`src/rtl/y86_pkg.sv`:
```
// Shared Y86-64 encodings: icodes, register ids, status codes, run-state encoding.
// Latency: n/a (constants, types and a pure helper function).
// Backpressure: n/a.
package y86_pkg;

  localparam logic [3:0] I_NOP    = 4'h1;
  localparam logic [3:0] I_MRMOVQ = 4'h5;
  localparam logic [3:0] I_OPQ    = 4'h6;
  localparam logic [3:0] I_JXX    = 4'h7;
  localparam logic [3:0] I_RET    = 4'h9;
  localparam logic [3:0] I_POPQ   = 4'hB;

  localparam logic [3:0] R_NONE   = 4'hF;

  localparam logic [3:0] S_AOK    = 4'h1;
  localparam logic [3:0] S_HLT    = 4'h2;
  localparam logic [3:0] S_ADR    = 4'h3;
  localparam logic [3:0] S_INS    = 4'h4;

  typedef enum logic [1:0] {
    ST_IDLE = 2'd0,
    ST_RUN  = 2'd1,
    ST_STOP = 2'd2
  } run_state_t;

  // Any status that should end execution.
  function automatic logic is_exc(input logic [3:0] s);
    return (s == S_HLT) || (s == S_ADR) || (s == S_INS);
  endfunction

endpackage

```
`src/rtl/sat_counter.sv`:
```
// Saturating up-counter with synchronous clear (clear wins over inc).
// Latency: count reflects clear/inc one cycle after they are sampled.
// Backpressure: none; once at all-ones further increments are dropped.
module sat_counter #(
  parameter int W = 32
) (
  input  logic         clock,
  input  logic         reset,
  input  logic         clear,
  input  logic         inc,
  output logic [W-1:0] count
);

  // Clear has priority; increment stops at all-ones instead of wrapping.
  always_ff @(posedge clock or posedge reset) begin
    if (reset) begin
      count <= '0;
    end else if (clear) begin
      count <= '0;
    end else if (inc && (count != {W{1'b1}})) begin
      count <= count + 1'b1;
    end
  end

endmodule

```
`src/rtl/pipe_ctl.sv`:
```
// Y86-64 pipeline control: stall/bubble generation, run/stop FSM, perf counters.
// Latency: stall/bubble/set_cc are combinational; state, status and counters are 1 cycle.
// Backpressure: holds F/D (and W/everything in STOP) by stall, squashes by bubble.
module pipe_ctl
  import y86_pkg::*;
#(
  parameter int CNT_W = 32
) (
  input  logic             clock,
  input  logic             reset,
  input  logic             start,
  input  logic [3:0]       D_icode,
  input  logic [3:0]       d_srcA,
  input  logic [3:0]       d_srcB,
  input  logic [3:0]       E_icode,
  input  logic [3:0]       E_dstM,
  input  logic             e_Cnd,
  input  logic [3:0]       M_icode,
  input  logic [3:0]       m_stat,
  input  logic [3:0]       W_stat,
  input  logic [3:0]       W_icode,
  output logic             F_stall,
  output logic             D_stall,
  output logic             D_bubble,
  output logic             E_bubble,
  output logic             M_bubble,
  output logic             W_stall,
  output logic             set_cc,
  output logic [1:0]       run_state,
  output logic [3:0]       proc_stat,
  output logic [CNT_W-1:0] cycle_cnt,
  output logic [CNT_W-1:0] retire_cnt,
  output logic [CNT_W-1:0] stall_cnt,
  output logic [CNT_W-1:0] mispred_cnt
);

  run_state_t state;
  logic       loaduse;
  logic       ret_h;
  logic       mispred;
  logic       m_exc;
  logic       w_exc;
  logic       in_run;
  logic       cnt_clr;

  // Hazard detection, independent of run state.
  always_comb begin
    loaduse = ((E_icode == I_MRMOVQ) || (E_icode == I_POPQ)) &&
              (E_dstM != R_NONE) &&
              ((E_dstM == d_srcA) || (E_dstM == d_srcB));
    ret_h   = (D_icode == I_RET) || (E_icode == I_RET) || (M_icode == I_RET);
    mispred = (E_icode == I_JXX) && !e_Cnd;
    m_exc   = is_exc(m_stat);
    w_exc   = is_exc(W_stat);
  end

  // Pipeline register controls decoded from state; IDLE flushes, STOP freezes.
  always_comb begin
    F_stall  = 1'b1;
    D_stall  = 1'b0;
    D_bubble = 1'b1;
    E_bubble = 1'b1;
    M_bubble = 1'b1;
    W_stall  = 1'b0;
    set_cc   = 1'b0;
    case (state)
      ST_RUN: begin
        F_stall  = loaduse | ret_h;
        D_stall  = loaduse;
        D_bubble = mispred | (ret_h & ~loaduse);
        E_bubble = mispred | loaduse;
        M_bubble = m_exc | w_exc;
        W_stall  = w_exc;
        set_cc   = (E_icode == I_OPQ) & ~m_exc & ~w_exc;
      end
      ST_STOP: begin
        F_stall  = 1'b1;
        D_stall  = 1'b1;
        D_bubble = 1'b0;
        E_bubble = 1'b1;
        M_bubble = 1'b1;
        W_stall  = 1'b1;
      end
      default: ;
    endcase
  end

  // Run/stop sequencing; final status is captured on the stopping edge.
  always_ff @(posedge clock or posedge reset) begin
    if (reset) begin
      state     <= ST_IDLE;
      proc_stat <= S_AOK;
    end else begin
      case (state)
        ST_IDLE: if (start) state <= ST_RUN;
        ST_RUN: begin
          if (w_exc) begin
            state     <= ST_STOP;
            proc_stat <= W_stat;
          end
        end
        ST_STOP: begin
          if (start) begin
            state     <= ST_IDLE;
            proc_stat <= S_AOK;
          end
        end
        default: state <= ST_IDLE;
      endcase
    end
  end

  assign run_state = state;
  assign in_run    = (state == ST_RUN);
  assign cnt_clr   = (state == ST_IDLE) & start;

  sat_counter #(.W(CNT_W)) u_cycle_cnt (
    .clock (clock),
    .reset (reset),
    .clear (cnt_clr),
    .inc   (in_run),
    .count (cycle_cnt)
  );

  sat_counter #(.W(CNT_W)) u_retire_cnt (
    .clock (clock),
    .reset (reset),
    .clear (cnt_clr),
    .inc   (in_run & (W_stat == S_AOK) & (W_icode != I_NOP) & ~W_stall),
    .count (retire_cnt)
  );

  sat_counter #(.W(CNT_W)) u_stall_cnt (
    .clock (clock),
    .reset (reset),
    .clear (cnt_clr),
    .inc   (in_run & F_stall),
    .count (stall_cnt)
  );

  sat_counter #(.W(CNT_W)) u_mispred_cnt (
    .clock (clock),
    .reset (reset),
    .clear (cnt_clr),
    .inc   (in_run & mispred),
    .count (mispred_cnt)
  );

endmodule

```
`config.mk`:
```
export PLATFORM = sky130hd
export DESIGN_NAME = pipe_ctl
export DESIGN_NICKNAME = d
export VERILOG_FILES = /design/src/rtl/y86_pkg.sv /design/src/rtl/sat_counter.sv /design/src/rtl/pipe_ctl.sv
export SDC_FILE = /design/constraint.sdc
export NUM_CORES = 1
export LEC_CHECK = 0
export ABC_AREA = 1
export CORE_ASPECT_RATIO = 2
export CORE_MARGIN = 10
export CORE_UTILIZATION = 30
export CTS_CLUSTER_SIZE = 40
export DETAILED_ROUTE_END_ITERATION = 12
export DONT_BUFFER_PORTS = 1
export GPL_ROUTABILITY_DRIVEN = 1
export HOLD_SLACK_MARGIN = 0.15
export MAX_ROUTING_LAYER = met4
export PLACE_DENSITY_LB_ADDON = 0.05
export SETUP_SLACK_MARGIN = 0.15
export SLEW_MARGIN = 30
export SYNTH_ARGS = -nofsm -noshare
export SYNTH_HDL_FRONTEND = slang
export SYNTH_SLANG_ARGS = --single-unit
```
`constraint.sdc`:
```
create_clock -name clock -period 5.46 [get_ports clock]
set_clock_uncertainty 0.15 [all_clocks]
set_input_delay 0.546 -clock clock [delete_from_list [all_inputs] [get_ports clock]]
set_output_delay 0.546 -clock clock [all_outputs]
set_load 0.01 [all_outputs]
```
After elaboration in Yosys (flattened, before gate mapping)

Cells that the tools add are included.
W data, S select, Z words.

Register bits: 134
Input bits: 40
Output and inout bits: 141

Add/sub/neg operators: 4
Equal/unequal tests: 27
Multiplexer cells: 22
Bitwise operators: 17
Reduce and logical (&&, ||, !) cells: 24

Operators by type and width:

| kind                    | count |
|---|---|
| $mux W32                | 8 |
| $add A32 B1 Y32 const B | 4 |
| $ne A32 B32 Y1 const B  | 4 |
| $eq A4 B3 Y1 const B    | 5 |
| $eq A4 B2 Y1 const B    | 4 |
| $eq A4 B4 Y1 const B    | 4 |
| $reduce_bool A2 Y1      | 5 |
| $and A1 B1 Y1           | 9 |
| $eq A4 B4 Y1            | 2 |
| $logic_or A1 B1 Y1      | 8 |
| $mux W4                 | 2 |
| $pmux W4 S2             | 1 |
| $logic_and A1 B1 Y1     | 7 |
| $mux W2                 | 3 |
| $ne A2 B2 Y1 const B    | 3 |
| $pmux W1 S2             | 3 |
| $pmux W2 S3             | 1 |
| $reduce_and A3 Y1       | 2 |
| $eq A4 B1 Y1 const B    | 1 |
| $mux W1                 | 4 |
| $ne A4 B1 Y1 const B    | 1 |
| $ne A4 B4 Y1 const B    | 1 |
| $not A1 Y1              | 4 |
| $or A1 B1 Y1            | 4 |
| 4 further kinds         | 4 |

Longest topological paths before layout

Depth in word-level cells: 10
Mapped depth: 13
Mapped depth without buffers: 11

Cells and area by module

Synthesis repeated with hierarchy kept, for this count alone.

Cells, all modules: 1573
Area, all modules: 9833.2 um^2

By module, submodules not included:

| module      | times used | cells an instance | area an instance (um^2) |
|---|---|---|---|
| sat_counter | 4          | 360               | 2274.7 |
| pipe_ctl    | 1          | 133               | 734.5 |

Worst setup path before layout

OpenSTA, ideal clock, no wires.

Path type: flip-flop to flip-flop
Start point: register state[1], in the netlist run_state[1]
End point: register u_retire_cnt.count[5]
Arrival: 1.827 ns
Slack: 3.366 ns
Cell stages (with the launch flop): 14
Path buffers: 2
Period minus slack after synthesis: 2.094 ns
Cell sequence: dfrtp_1 -> inv_1 -> ha_1 -> buf_4 -> nor2_1 -> nor2_1 -> inv_1 -> a21oi_1 -> nor2_4 -> nand2_4 -> nand2_4 -> buf_6 -> nand2_1 -> nand2_1

Cells in the longest elaborated chain, start to end: 6
Elaborated cells between the ends (all ways): 12

RTL lines:

| item                                                | line              | source |
|---|---|---|
| start: declaration                                  | pipe_ctl.sv:37    | `run_state_t state;` |
| start signal: assignment                            | pipe_ctl.sv:91    | `state <= ST_IDLE;` |
| start signal: assignment                            | pipe_ctl.sv:95    | `ST_IDLE: if (start) state <= ST_RUN;` |
| start signal: assignment                            | pipe_ctl.sv:98    | `state <= ST_STOP;` |
| $eq A2 B2 Y1 / $eq A2 B1 Y1 (equally long branches) | pipe_ctl.sv:66    | `case (state)` |
| $pmux W1 S2 *                                       | pipe_ctl.sv:66    |  |
| via W_stall                                         | pipe_ctl.sv:27    | `output logic W_stall,` |
| $not A1 Y1 *                                        | pipe_ctl.sv:129   | `.inc (in_run & (W_stat == S_AOK) & (W_icode != I_NOP) & ~W_stall),` |
| $and A1 B1 Y1 *                                     | pipe_ctl.sv:129   |  |
| $logic_and A1 B1 Y1 *                               | sat_counter.sv:20 | `end else if (inc && (count != {W{1'b1}})) begin` |
| $reduce_bool A2 Y1 (no source line) *               | n/a               |  |
| end signal: assignment                              | sat_counter.sv:21 | `count <= count + 1'b1;` |
| end: declaration                                    | sat_counter.sv:11 | `output logic [W-1:0] count` |

Mark *: on every way through the listed nets, which the timed path passes. The rest lies on a longest branch.
A chain may end at the register's enable or synchronous reset.

Worst setup path after layout

Start point: register state[1], in the netlist run_state[1]
End point: register u_retire_cnt.count[18]

The elaborated chain is that of the path after synthesis.

==> reports/results.ini <==
[synth]
synth.ff_latch_count=134
synth_area_um2=9830
ys_seq_area_share_pct=34.1
synth.mux.area_fraction_pct=0
post-synth-top-count-cell=nand2_1
synth_top_family_by_area=simple AND/OR/NAND/NOR gates
synth-async-reset-ratio_pct=100
synth_xor_area_share_pct=4.19
synth_nets=1615
synth_compound_area_share_pct=2.70
syn_inst=1567
synth_edf_count=0
synth_commonest_cells=nand2_1 (586), nor2_1 (229), inv_1 (162), nand3_1 (154), dfrtp_1 (133)
yosysWarnings=0
synth_area_leaders=dfrtp_1 (34%), nand2_1 (22%), nor2_1 (8.7%)
yosys.area.top_type=dfrtp_1
synth_cell_type_count=36
yosys.area_share.simple_pct=48.8
synth-adder-area-share_pct=1.02
ys_dominant_reg_cell=dfrtp_1
yosysTopAreaCellShare_pct=33.9
syn_avg_cell_area_um2=6.27

[drt]
vias_per_cell=4.87
drcViolationCount=0
ant_nets=0
wl_per_cell_um=18.5
drt_iter0_markers=494
wl_um=36900
via_count=9689
dr.pass1.iters=8

[grt]
grt_pass1_vias=9860
grt_pass1_wl_um=57200
grt_max_degree=89
grt_use_total_pct=18.6
grt.overflow.total=0
antenna_found_initial=0

[cts]
postCtsSetupRepairBufs=0
path_clk_slew_ns=0.06
cts-resized-gates=0
ctsHoldBuffers=4
numCtsBuffers=17
cts.sinks=134
clk_root_buffer_cell=clkbuf_16
htree_levels=4
insertion_delay_ns=0.44
clockBufferDepth=2
cts_tree=done

[critical_path]
critical_path_arrival_ns=3.20
crit_fanout=32
crit_type=flop to flop
slowest_delay_ns=0.48
crit_slowest_cell=ha_1
start_kind=flop
end_kind=flop
cp.required_ns=5.63
crit_chain=inv_1 > ha_1 > nor2_1 > nor2_1 > inv_1 > a21oi_1 > nor2_4 > nand2_4 > nand2_4 > nand2_1 > nand2_1

[timing]
max-slew-margin-rel_pct=43.7
report.final.slew_viol_count=0
whs_ns=0.304
fin_setup_tns_ns=0
final-hold-violation-count=0
max_clock_freq_mhz=330
worst_pin_slew_ns=0.843
period_minus_slack_ns=3.03
finalSetupViolCount=0
grt_setup_unrepaired=false
fin_crit_sh_pct=55.5
setup_slack_ns=2.43

[floorplan]
die_height_um=276
die_x_um=148
start_util_pct=30.5
ios=181
coreArea_um2=32200
die_area_um2=40800
rows=93

[layout]
fillers=3600
syn_to_final_growth_pct=9.93
final_core_util_pct=33.5
design_area_um2=10800
layout-drive-gt1-share_pct=5.06
antenna_cells_inserted=0
regArea_um2=3350
fin_nets=1598
multi_input_area_um2=5580

[placement]
place_ws_ns=2.36
dpl.hpwl_um=27700
place_area_um2=10100
globalplace.congestion=0.856
io_buffers=0

[power]
power.density_nw_per_um2=294
ir_drop_mv=0.238
power.leakage_nw=5.15

[min_path]
min_path_type=primary input to flop

[run_status]
status=complete, no violations

[job]
cap_violations=0

-- flip-flops by register name (all words and copies together), names as in the netlist --
register and flops:
u_retire_cnt.count 32, u_cycle_cnt.count 32, run_state 2, proc_stat 4, u_mispred_cnt.count 32, u_stall_cnt.count 32
-- layer usage --
layer,track usage [%],vias to the layer above,wire (µm)
li1,-,4915,-
met1,17.2,4499,12800
met2,35.8,233,20900
met3,5.23,42,2420
met4,5.76,0,741
met5,-,-,0
-- through the flow --
stage	cells	total power [mW]
CTS	1988	3.27
floorplan	1567	1.79
detailed placement	1953	2.02
finish	1989	3.18
global placement	1953	2.02
global route	1989	3.40
-- placed cells by master, fill, tap and decap left out, types with 4 or more instances in the layout --
cell type,instances
nand2_1,585
nor2_1,229
inv_1,161
nand3_1,154
dfrtp_1,133
nand4_1,71
xor2_1,35
nor3_1,31
o21ai_0,27
clkbuf_16,17
xnor2_1,12
nand2_2,9
ha_1,8
a21oi_1,7
inv_2,7
nand3b_1,7
nor2_2,6
nor2_4,6
o21ai_1,6
nand2_4,5
clkinv_2,5
or2_2,4
dlygate4sd3_1,4
buf_4,4
-- cell type report --
class	instances	area share [%]
timing repair buffer	9	0.904
sequential	134	31.1
clock buffer	22	4.30
inverter	170	5.97
multi-input combinational	1218	51.7
clock inverter	9	1.17
tap	427	4.95
-- worst paths after layout --
kind,endpoint,startpoint,slack (ns),cells after the start
max in group asynchronous,u_cycle_cnt.count[20]$_DFFE_PP0P_,reset,3.64,3
min in group asynchronous,u_stall_cnt.count[21]$_DFFE_PP0P_,reset,0.48,2
worst max-delay path,u_retire_cnt.count[18]$_DFFE_PP0P_,run_state[1]$_DFFE_PP0P_,2.43,11
worst min register to register,proc_stat[0]$_DFFE_PP1P_,proc_stat[0]$_DFFE_PP1P_,0.39,2
worst min-delay path,run_state[1]$_DFFE_PP0P_,start,0.30,3
worst max register to register,u_retire_cnt.count[18]$_DFFE_PP0P_,run_state[1]$_DFFE_PP0P_,2.43,11
-- report_power, final --
group | total, mW | switching (mW) | leakage, nW | internal, mW
clock network | 1.21 | 0.474 | 0.290 | 0.737
logic | 0.743 | 0.596 | 3.01 | 0.147
registers | 1.23 | 0.160 | 1.86 | 1.06
-- worst max-delay path: cells and delay by family (launching register included) --
kind | cells | cell delay (ns)
adders and majority gates | 1 | 0.48
DFF | 1 | 0.45
buffers and inverters | 2 | 0.19
and+or+nand+nor | 7 | 1.25
AOI/OAI and AO/OA | 1 | 0.39
-- kinds of logic (layout without fill, tap and decap cells) --
family | Yosys count | after routing
AND/OR/NAND/NOR | 1114 | 1114
XOR/XNOR | 47 | 47
AO/OA/AOI/OAI | 49 | 49
adder cells (fa/ha/maj) | 8 | 8
flip-flops | 134 | 134
buffers and inverters | 215 | 210
No activity file was read; power rests on OpenSTA's default activity.
